--- config.mk ---
export PLATFORM = sky130hd
export DESIGN_NAME = seq_detect_scheduler_flat
export DESIGN_NICKNAME = d
export VERILOG_FILES = /design/src/rtl/seq_detect_scheduler_pkg.sv /design/src/rtl/seq_detect_scheduler_if.sv /design/src/rtl/seq_detect_scheduler_rr_arbiter.sv /design/src/rtl/seq_detect_scheduler.sv /design/src/flat_wrapper.sv
export SDC_FILE = /design/constraint.sdc
export NUM_CORES = 1
export LEC_CHECK = 0
export BUFFER_PORTS_ARGS = -buffer_cell sky130_fd_sc_hd__buf_2
export CORE_UTILIZATION = 40
export DETAILED_ROUTE_END_ITERATION = 16
export PLACE_DENSITY = 0.63
export REMOVE_ABC_BUFFERS = 1
export SLEW_MARGIN = 20
export SYNTH_ARGS = -nofsm -noshare
export SYNTH_HDL_FRONTEND = slang
export SYNTH_SLANG_ARGS = --single-unit
--- constraint.sdc ---
create_clock -name clk -period 7.2 [get_ports clk]
set_input_delay 1.8 -clock clk [delete_from_list [all_inputs] [get_ports clk]]
set_output_delay 1.8 -clock clk [all_outputs]
set_load 0.01 [all_outputs]
--- src/rtl/seq_detect_scheduler_pkg.sv ---
// Shared types and constants for the sequence-detect scheduler.
// State encoding, default pattern bytes and id-width helper.
package seq_sched_pkg;

  typedef enum logic [1:0] {
    IDLE,
    W0,
    W1,
    W2
  } state_t;

  localparam logic [7:0] PAT0_DEF    = 8'h26;
  localparam logic [7:0] PAT1_DEF    = 8'hF5;
  localparam logic [7:0] PAT2_DEF    = 8'h6E;
  localparam int         TIMEOUT_DEF = 15;

  function automatic int idw(int n);
    return (n > 1) ? $clog2(n) : 1;
  endfunction

endpackage

--- src/rtl/seq_detect_scheduler_if.sv ---
// Byte-stream bundle between the requesters and the scheduler.
// Sources drive valid/data; the scheduler answers with ready.
interface seq_detect_scheduler_if #(
  parameter int NREQ = 4
);

  logic [NREQ-1:0]   req_valid;
  logic [8*NREQ-1:0] req_data;
  logic [NREQ-1:0]   req_ready;

  modport master (
    output req_valid,
    output req_data,
    input  req_ready
  );

  modport slave (
    input  req_valid,
    input  req_data,
    output req_ready
  );

endinterface

--- src/rtl/seq_detect_scheduler_rr_arbiter.sv ---
// Combinational round-robin pick: first valid index at or after ptr.
// Returns both a one-hot vector and the binary index of the winner.
module rr_arbiter
  import seq_sched_pkg::*;
#(
  parameter int NREQ = 4,
  parameter int IDW  = idw(NREQ)
) (
  input  logic [NREQ-1:0] req,
  input  logic [IDW-1:0]  ptr,
  output logic [NREQ-1:0] pick,
  output logic [IDW-1:0]  idx
);

  // scan from ptr with wrap-around, keep the first hit
  always_comb begin : scan
    logic           found;
    logic [IDW-1:0] k;
    int             kk;
    pick  = '0;
    idx   = '0;
    found = 1'b0;
    k     = '0;
    kk    = 0;
    for (int i = 0; i < NREQ; i++) begin
      kk = (int'(ptr) + i) % NREQ;
      k  = IDW'(kk);
      if (!found && req[k]) begin
        found   = 1'b1;
        pick[k] = 1'b1;
        idx     = k;
      end
    end
  end

endmodule

--- src/rtl/seq_detect_scheduler.sv ---
// One shared 3-byte matcher time-sliced between NREQ byte streams.
// Grant held until hit, mismatch or idle timeout; counts hits.
module seq_detect_scheduler
  import seq_sched_pkg::*;
#(
  parameter int         NREQ    = 4,
  parameter logic [7:0] PAT0    = PAT0_DEF,
  parameter logic [7:0] PAT1    = PAT1_DEF,
  parameter logic [7:0] PAT2    = PAT2_DEF,
  parameter int         TIMEOUT = TIMEOUT_DEF,
  parameter int         IDW     = idw(NREQ)
) (
  input  logic                   clk,
  input  logic                   rst,
  seq_detect_scheduler_if.slave  bus,
  output logic [NREQ-1:0]        grant,
  output logic                   busy,
  output logic                   hit,
  output logic [IDW-1:0]         hit_id,
  output logic [7:0]             hit_count
);

  state_t          state, state_n;
  logic [NREQ-1:0] grant_n;
  logic [IDW-1:0]  owner, owner_n;
  logic [IDW-1:0]  ptr, ptr_n;
  logic [7:0]      timer, timer_n;
  logic            hit_n;
  logic [IDW-1:0]  hit_id_n;
  logic [7:0]      cnt_n;
  logic [NREQ-1:0] pick;
  logic [IDW-1:0]  pick_idx;
  logic [7:0]      byte_in;
  logic            acc;
  logic            rel;

  rr_arbiter #(
    .NREQ (NREQ),
    .IDW  (IDW)
  ) u_arb (
    .req  (bus.req_valid),
    .ptr  (ptr),
    .pick (pick),
    .idx  (pick_idx)
  );

  assign bus.req_ready = grant;
  assign busy          = (state != IDLE);
  assign acc           = |(bus.req_valid & grant);

  // select the byte of the current owner
  always_comb begin
    byte_in = '0;
    for (int i = 0; i < NREQ; i++) begin
      if (grant[i]) byte_in = bus.req_data[8*i +: 8];
    end
  end

  // next-state, grant, timer and hit bookkeeping
  always_comb begin
    state_n  = state;
    grant_n  = grant;
    owner_n  = owner;
    ptr_n    = ptr;
    timer_n  = timer;
    hit_n    = 1'b0;
    hit_id_n = hit_id;
    cnt_n    = hit_count;
    rel      = 1'b0;
    unique case (state)
      IDLE: begin
        if (|bus.req_valid) begin
          grant_n = pick;
          owner_n = pick_idx;
          state_n = W0;
          timer_n = '0;
        end
      end
      default: begin
        if (acc) begin
          timer_n = '0;
          if (byte_in == PAT0) begin
            state_n = W1;
          end else if (state == W1 && byte_in == PAT1) begin
            state_n = W2;
          end else if (state == W2 && byte_in == PAT2) begin
            rel      = 1'b1;
            hit_n    = 1'b1;
            hit_id_n = owner;
            if (hit_count != 8'hFF) cnt_n = hit_count + 8'd1;
          end else begin
            rel = 1'b1;
          end
        end else if (timer == 8'(TIMEOUT - 1)) begin
          rel = 1'b1;
        end else begin
          timer_n = timer + 8'd1;
        end
        if (rel) begin
          grant_n = '0;
          state_n = IDLE;
          timer_n = '0;
          ptr_n   = (owner == IDW'(NREQ - 1)) ? '0 : owner + 1'b1;
        end
      end
    endcase
  end

  // state registers with async abort on reset
  always_ff @(posedge clk or posedge rst) begin
    if (rst) begin
      state     <= IDLE;
      grant     <= '0;
      owner     <= '0;
      ptr       <= '0;
      timer     <= '0;
      hit       <= 1'b0;
      hit_id    <= '0;
      hit_count <= '0;
    end else begin
      state     <= state_n;
      grant     <= grant_n;
      owner     <= owner_n;
      ptr       <= ptr_n;
      timer     <= timer_n;
      hit       <= hit_n;
      hit_id    <= hit_id_n;
      hit_count <= cnt_n;
    end
  end

endmodule
--- src/flat_wrapper.sv ---
// flat-port wrapper written by rule: the top's interface ports become plain ports
module seq_detect_scheduler_flat import seq_sched_pkg::*;
#(
  parameter int         NREQ    = 4,
  parameter logic [7:0] PAT0    = PAT0_DEF,
  parameter logic [7:0] PAT1    = PAT1_DEF,
  parameter logic [7:0] PAT2    = PAT2_DEF,
  parameter int         TIMEOUT = TIMEOUT_DEF,
  parameter int         IDW     = idw(NREQ)
)
  (clk, rst, grant, busy, hit, hit_id, hit_count, bus_req_valid, bus_req_data, bus_req_ready);
  seq_detect_scheduler_if #(.NREQ(NREQ)) bus_i ();
  input  logic clk;
  input  logic rst;
  output logic [NREQ-1:0] grant;
  output logic busy;
  output logic hit;
  output logic [IDW-1:0] hit_id;
  output logic [7:0] hit_count;
  input wire logic [$bits(bus_i.req_valid)-1:0] bus_req_valid;
  input wire logic [$bits(bus_i.req_data)-1:0] bus_req_data;
  output wire logic [$bits(bus_i.req_ready)-1:0] bus_req_ready;
  assign bus_i.req_valid = bus_req_valid;
  assign bus_i.req_data = bus_req_data;
  assign bus_req_ready = bus_i.req_ready;
  seq_detect_scheduler #(.NREQ(NREQ), .PAT0(PAT0), .PAT1(PAT1), .PAT2(PAT2), .TIMEOUT(TIMEOUT), .IDW(IDW)) u_core (.clk(clk), .rst(rst), .bus(bus_i), .grant(grant), .busy(busy), .hit(hit), .hit_id(hit_id), .hit_count(hit_count));
endmodule
==> metrics.md <==
| Metric | Value |
|---|---|
| Outcome | finished, final reports clean |
| Fmax | 0.271 GHz |
| Slowest CP cell | nor2_1 |
| CP Capture Type | output pin |
| Largest driver fanout on the critical path | 12 |
| Clock root buffer master | clkbuf_8 |
| Final RePlAce weighted congestion | 0.767 |
| Iter 0 DRT Violations | 83 |
| Global-route wire length before repair | 7.99 mm |
| Share of the synthesized area in the top cell type | 33.8% |
| Hpwl dp | 3.67 mm |
| CORE AREA | 5140 sq um |
| Power share of the clock group | 16.5% |
| Cells after synthesis | 237 |
| Number of port buffers | between 50 and 60 |
| Die area | around 5700 sq um |
| Asr flop ratio synth | 100% |
| Die Width | 75.3 um |
| Share of layout cells above drive strength 1 | roughly a quarter |
| Initial core utilization | 41.8% |
| CTS clk-pin slew, worst paths | 0.06 ns |
| Final hold viol count | 0 |
| WP buf/inv | 2 |
| Worst path arrival time | roughly 1.9 ns |
| Via-per-instance ratio | 5.50 |
| Fin Clk Skew | ~0.0063 ns |
| Pwr Density | 307 nW/um^2 |
| Number of global-route vias before repair | around 1800 |
| Leakage power | 1.18 nW |
| Critical setup path kind | reg -> out |
| R2R cell count | 8 |
| Startpoint types | flop |
| Clk_lat worst skew | 0.28 ns |
| PostCTS Resize Cnt | 0 |
| Top Family by Delay on Critical Path | buffers and inverters |
| R2r endpoint | u_core.bus.req_ready[3] |
| Largest net degree at the start of global routing | 30 |
| Sequential fraction of the synthesis area | 33.8% |
| WL/cell | 13.5 um |
| Ys flop type | dfrtp_1 |
| Post-CTS Setup Bufs | 0 |
| Net count reported at finish | 335 |
| Design Area, Final | 2530 sq um |
| Drt pass-1 iters | 4 |
| Internal | 0.431 mW |
| TritonCTS Buffers | 5 |
| Number of synthesized flops with an enable pin | 0 |
| Reg2reg setup slack | roughly 4.4 ns |
| Crit-path cells | nor2_1 -> inv_1 -> buf_2 |
| CTS tree | built |
| Unrepaired setup endpoints after global routing | false |
| Worst Hold Depth | 1 |
| Syn_area_per_cell | 9.06 sq um |
| Worst-margin pin slew | 0.715 ns |
| Hold path endpoint | u_core.timer[3] |
| Combinational power share | 51.1% |
| Die height | roughly 75 um |
| Post-synth top area cell | dfrtp_1 |
| Yosys reg bits | 29 |
| Synth Warn # | 0 |
| H-Tree Depth | 2 |
| Clock Path Buffers | 2 |
| Max incr delay on CP | 0.58 ns |
| Grt ovf | 0 |
| Peak supply drop | ~0.00018 V |
| Min Clock Period, post-route | 3.69 ns |
| Most frequent cells after synthesis | 29 x dfrtp_1, 29 x nand2_1, 19 x o21ai_0, 10 x ha_1, 10 x nand3_1 |
| Gr usage total | between 10% and 20% |
| HP Class | reg -> reg |
| Std-Cell Rows | 26 |
| Hold path start | u_core.timer[3] |
| Netlist cell types | 55 |
| Hold-fix buffer count after cts | 0 |
| Initial antenna violation count | 0 |
| Synth area leaders | dfrtp_1 34%, ha_1 5.8%, nand2_1 5.1% |
| Max cap viols | 0 |
| Slew Limit Fails | 0 |
| Seq pwr share | 32.4% |
| Routed wire length | 4.85 mm |
| Remaining DRCs | 0 |
| Setup_tns | 0 ns |
| Required @ worst endpoint | 5.40 ns |
| I/O pins | 58 |
| Switching part of the total power | 44.6% |
| Final period util | 51.2% |
| P&R area growth vs syn | 17.8% |
| Synthesized area | 2150 sq um |
| Psw | 0.347 mW |
| TritonCTS Sinks | 29 |
| Slew headroom | between 50% and 60% |
| Final ANT Viol Nets | 0 |
| Via count | 1969 |
| Ant diodes | 0 |
| Final Setup Violations | 0 |
| Placement-stage cell area | 2440 sq um |
| # fillers | 514 |
| Reg-to-reg critical path startpoint | u_core.ptr[0] |
-- placed cells by master, fill, tap and decap left out, types with 2 or more instances in the layout --
cell      Yosys  routed
a21oi_1       4       4
a221oi_1      2       2
a222oi_1      4       4
a22o_1        2       2
a22oi_1       8       8
and2_1        5       5
and2b_1       2       2
and3_1        7       7
and4b_1       2       2
buf_2         4      57
buf_4         5       2
clkbuf_8      0       5
clkinv_2      0       2
dfrtp_1      29      29
ha_1         10      10
inv_1         7       7
mux2_2        2       2
mux2i_1       3       3
mux4_2        4       4
nand2_1      29      29
nand2b_1      2       2
nand3_1      10      10
nand3b_1      2       2
nand4_1       5       5
nor2_1        7       7
nor2b_1       5       5
nor3b_1       2       2
nor4_1        2       2
o211ai_1      6       6
o21ai_0      19      19
o21ai_1       3       3
o22a_1        2       2
o22ai_1       5       5
o31ai_1       5       5
xnor2_1       5       5
xor2_1        2       2
-- worst reg2reg max path: stages (launching register included) --
cell and delay, ns:
dfrtp_1 0.70, inv_1 0.14, ha_1 0.45, mux4_2 0.62, nor2b_1 0.33, a22oi_1 0.11
o21ai_0 0.17, a222oi_1 0.09, o31ai_1 0.10
-- worst max-delay path by stage --
stage | slack, ns | cells after the start | from | endpoint
global route | 3.36 | 3 | u_core.state[0] | busy
CTS | 3.48 | 3 | u_core.state[0] | busy
detailed placement | 3.27 | 8 | bus_req_data[10] | u_core.hit_count[1]
floorplan | 3.57 | 5 | bus_req_valid[2] | u_core.hit_count[1]
global placement | 3.31 | 8 | bus_req_data[10] | u_core.hit_count[1]
finish | 3.51 | 3 | u_core.state[0] | busy
-- layout make-up --
cell class	count	area [sq um]	area share (%)
multi-input cells	185	1310	51.6
repair buffers	59	300	11.9
clock buffers	5	68.8	2.72
well taps	70	87.6	3.46
inverters	7	26.3	1.04
flip-flops and latches	29	726	28.7
clock inverters	3	17.5	0.692
-- per-layer routing --
metal | GRT usage [%] | vias to the layer above | share of wire (%) | wire length (um)
met5 | 0 | - | 0 | 0
met3 | 4.02 | 4 | 2.6 | 128
met1 | 23.7 | 944 | 47 | 2270
met2 | 30.2 | 30 | 49 | 2390
met4 | 6.79 | 0 | 1.2 | 59
li1 | - | 991 | - | -
-- through the flow --
| stage | util [%] | hold slack (ns) | std cells | power (mW) | worst slack (ns) |
|---|---|---|---|---|---|
| 5_1_grt | 49.2 | 0.496 | 358 | 0.852 | 3.36 |
| 3_5_place_dp | 47.6 | 0.470 | 350 | 0.652 | 3.27 |
| 3_3_place_gp | 47.6 | 0.463 | 350 | 0.648 | 3.31 |
| 2_1_floorplan | - | 0.438 | 221 | 0.536 | 3.57 |
| 4_1_cts | 49.2 | 0.479 | 358 | 0.785 | 3.48 |
| 6_report | 49.2 | 0.481 | 358 | 0.778 | 3.51 |
-- state kept, by name, indices dropped and copies added (netlist names) --
register              count
u_core.hit_count          8
u_core.timer              8
u_core.bus.req_ready      4
u_core.hit_id             2
u_core.owner              2
u_core.ptr                2
u_core.state              2
u_core.hit                1
-- power by group through the flow --
stage / Combinational, mW / Clock, mW / Sequential, mW
CTS: 0.399 / 0.133 / 0.253
detailed placement: 0.396 / 0 / 0.256
global route: 0.449 / 0.140 / 0.263
floorplan: 0.291 / 0 / 0.245
global placement: 0.393 / 0 / 0.254
finish: 0.397 / 0.129 / 0.252
-- logic make-up (layout without fill, tap and decap cells) --
group           after synthesis  after routing  share of synthesized area [%]
simple gates                 87             87                           21.6
xor+xnor                      7              7                           2.85
flops                        29             29                           33.8
buf+inv                      23             74                           5.48
fa+ha+maj                    10             10                           5.82
compound gates               70             70                           22.6
mux                          11             11                           7.86
No activity file was read; power rests on OpenSTA's default activity.
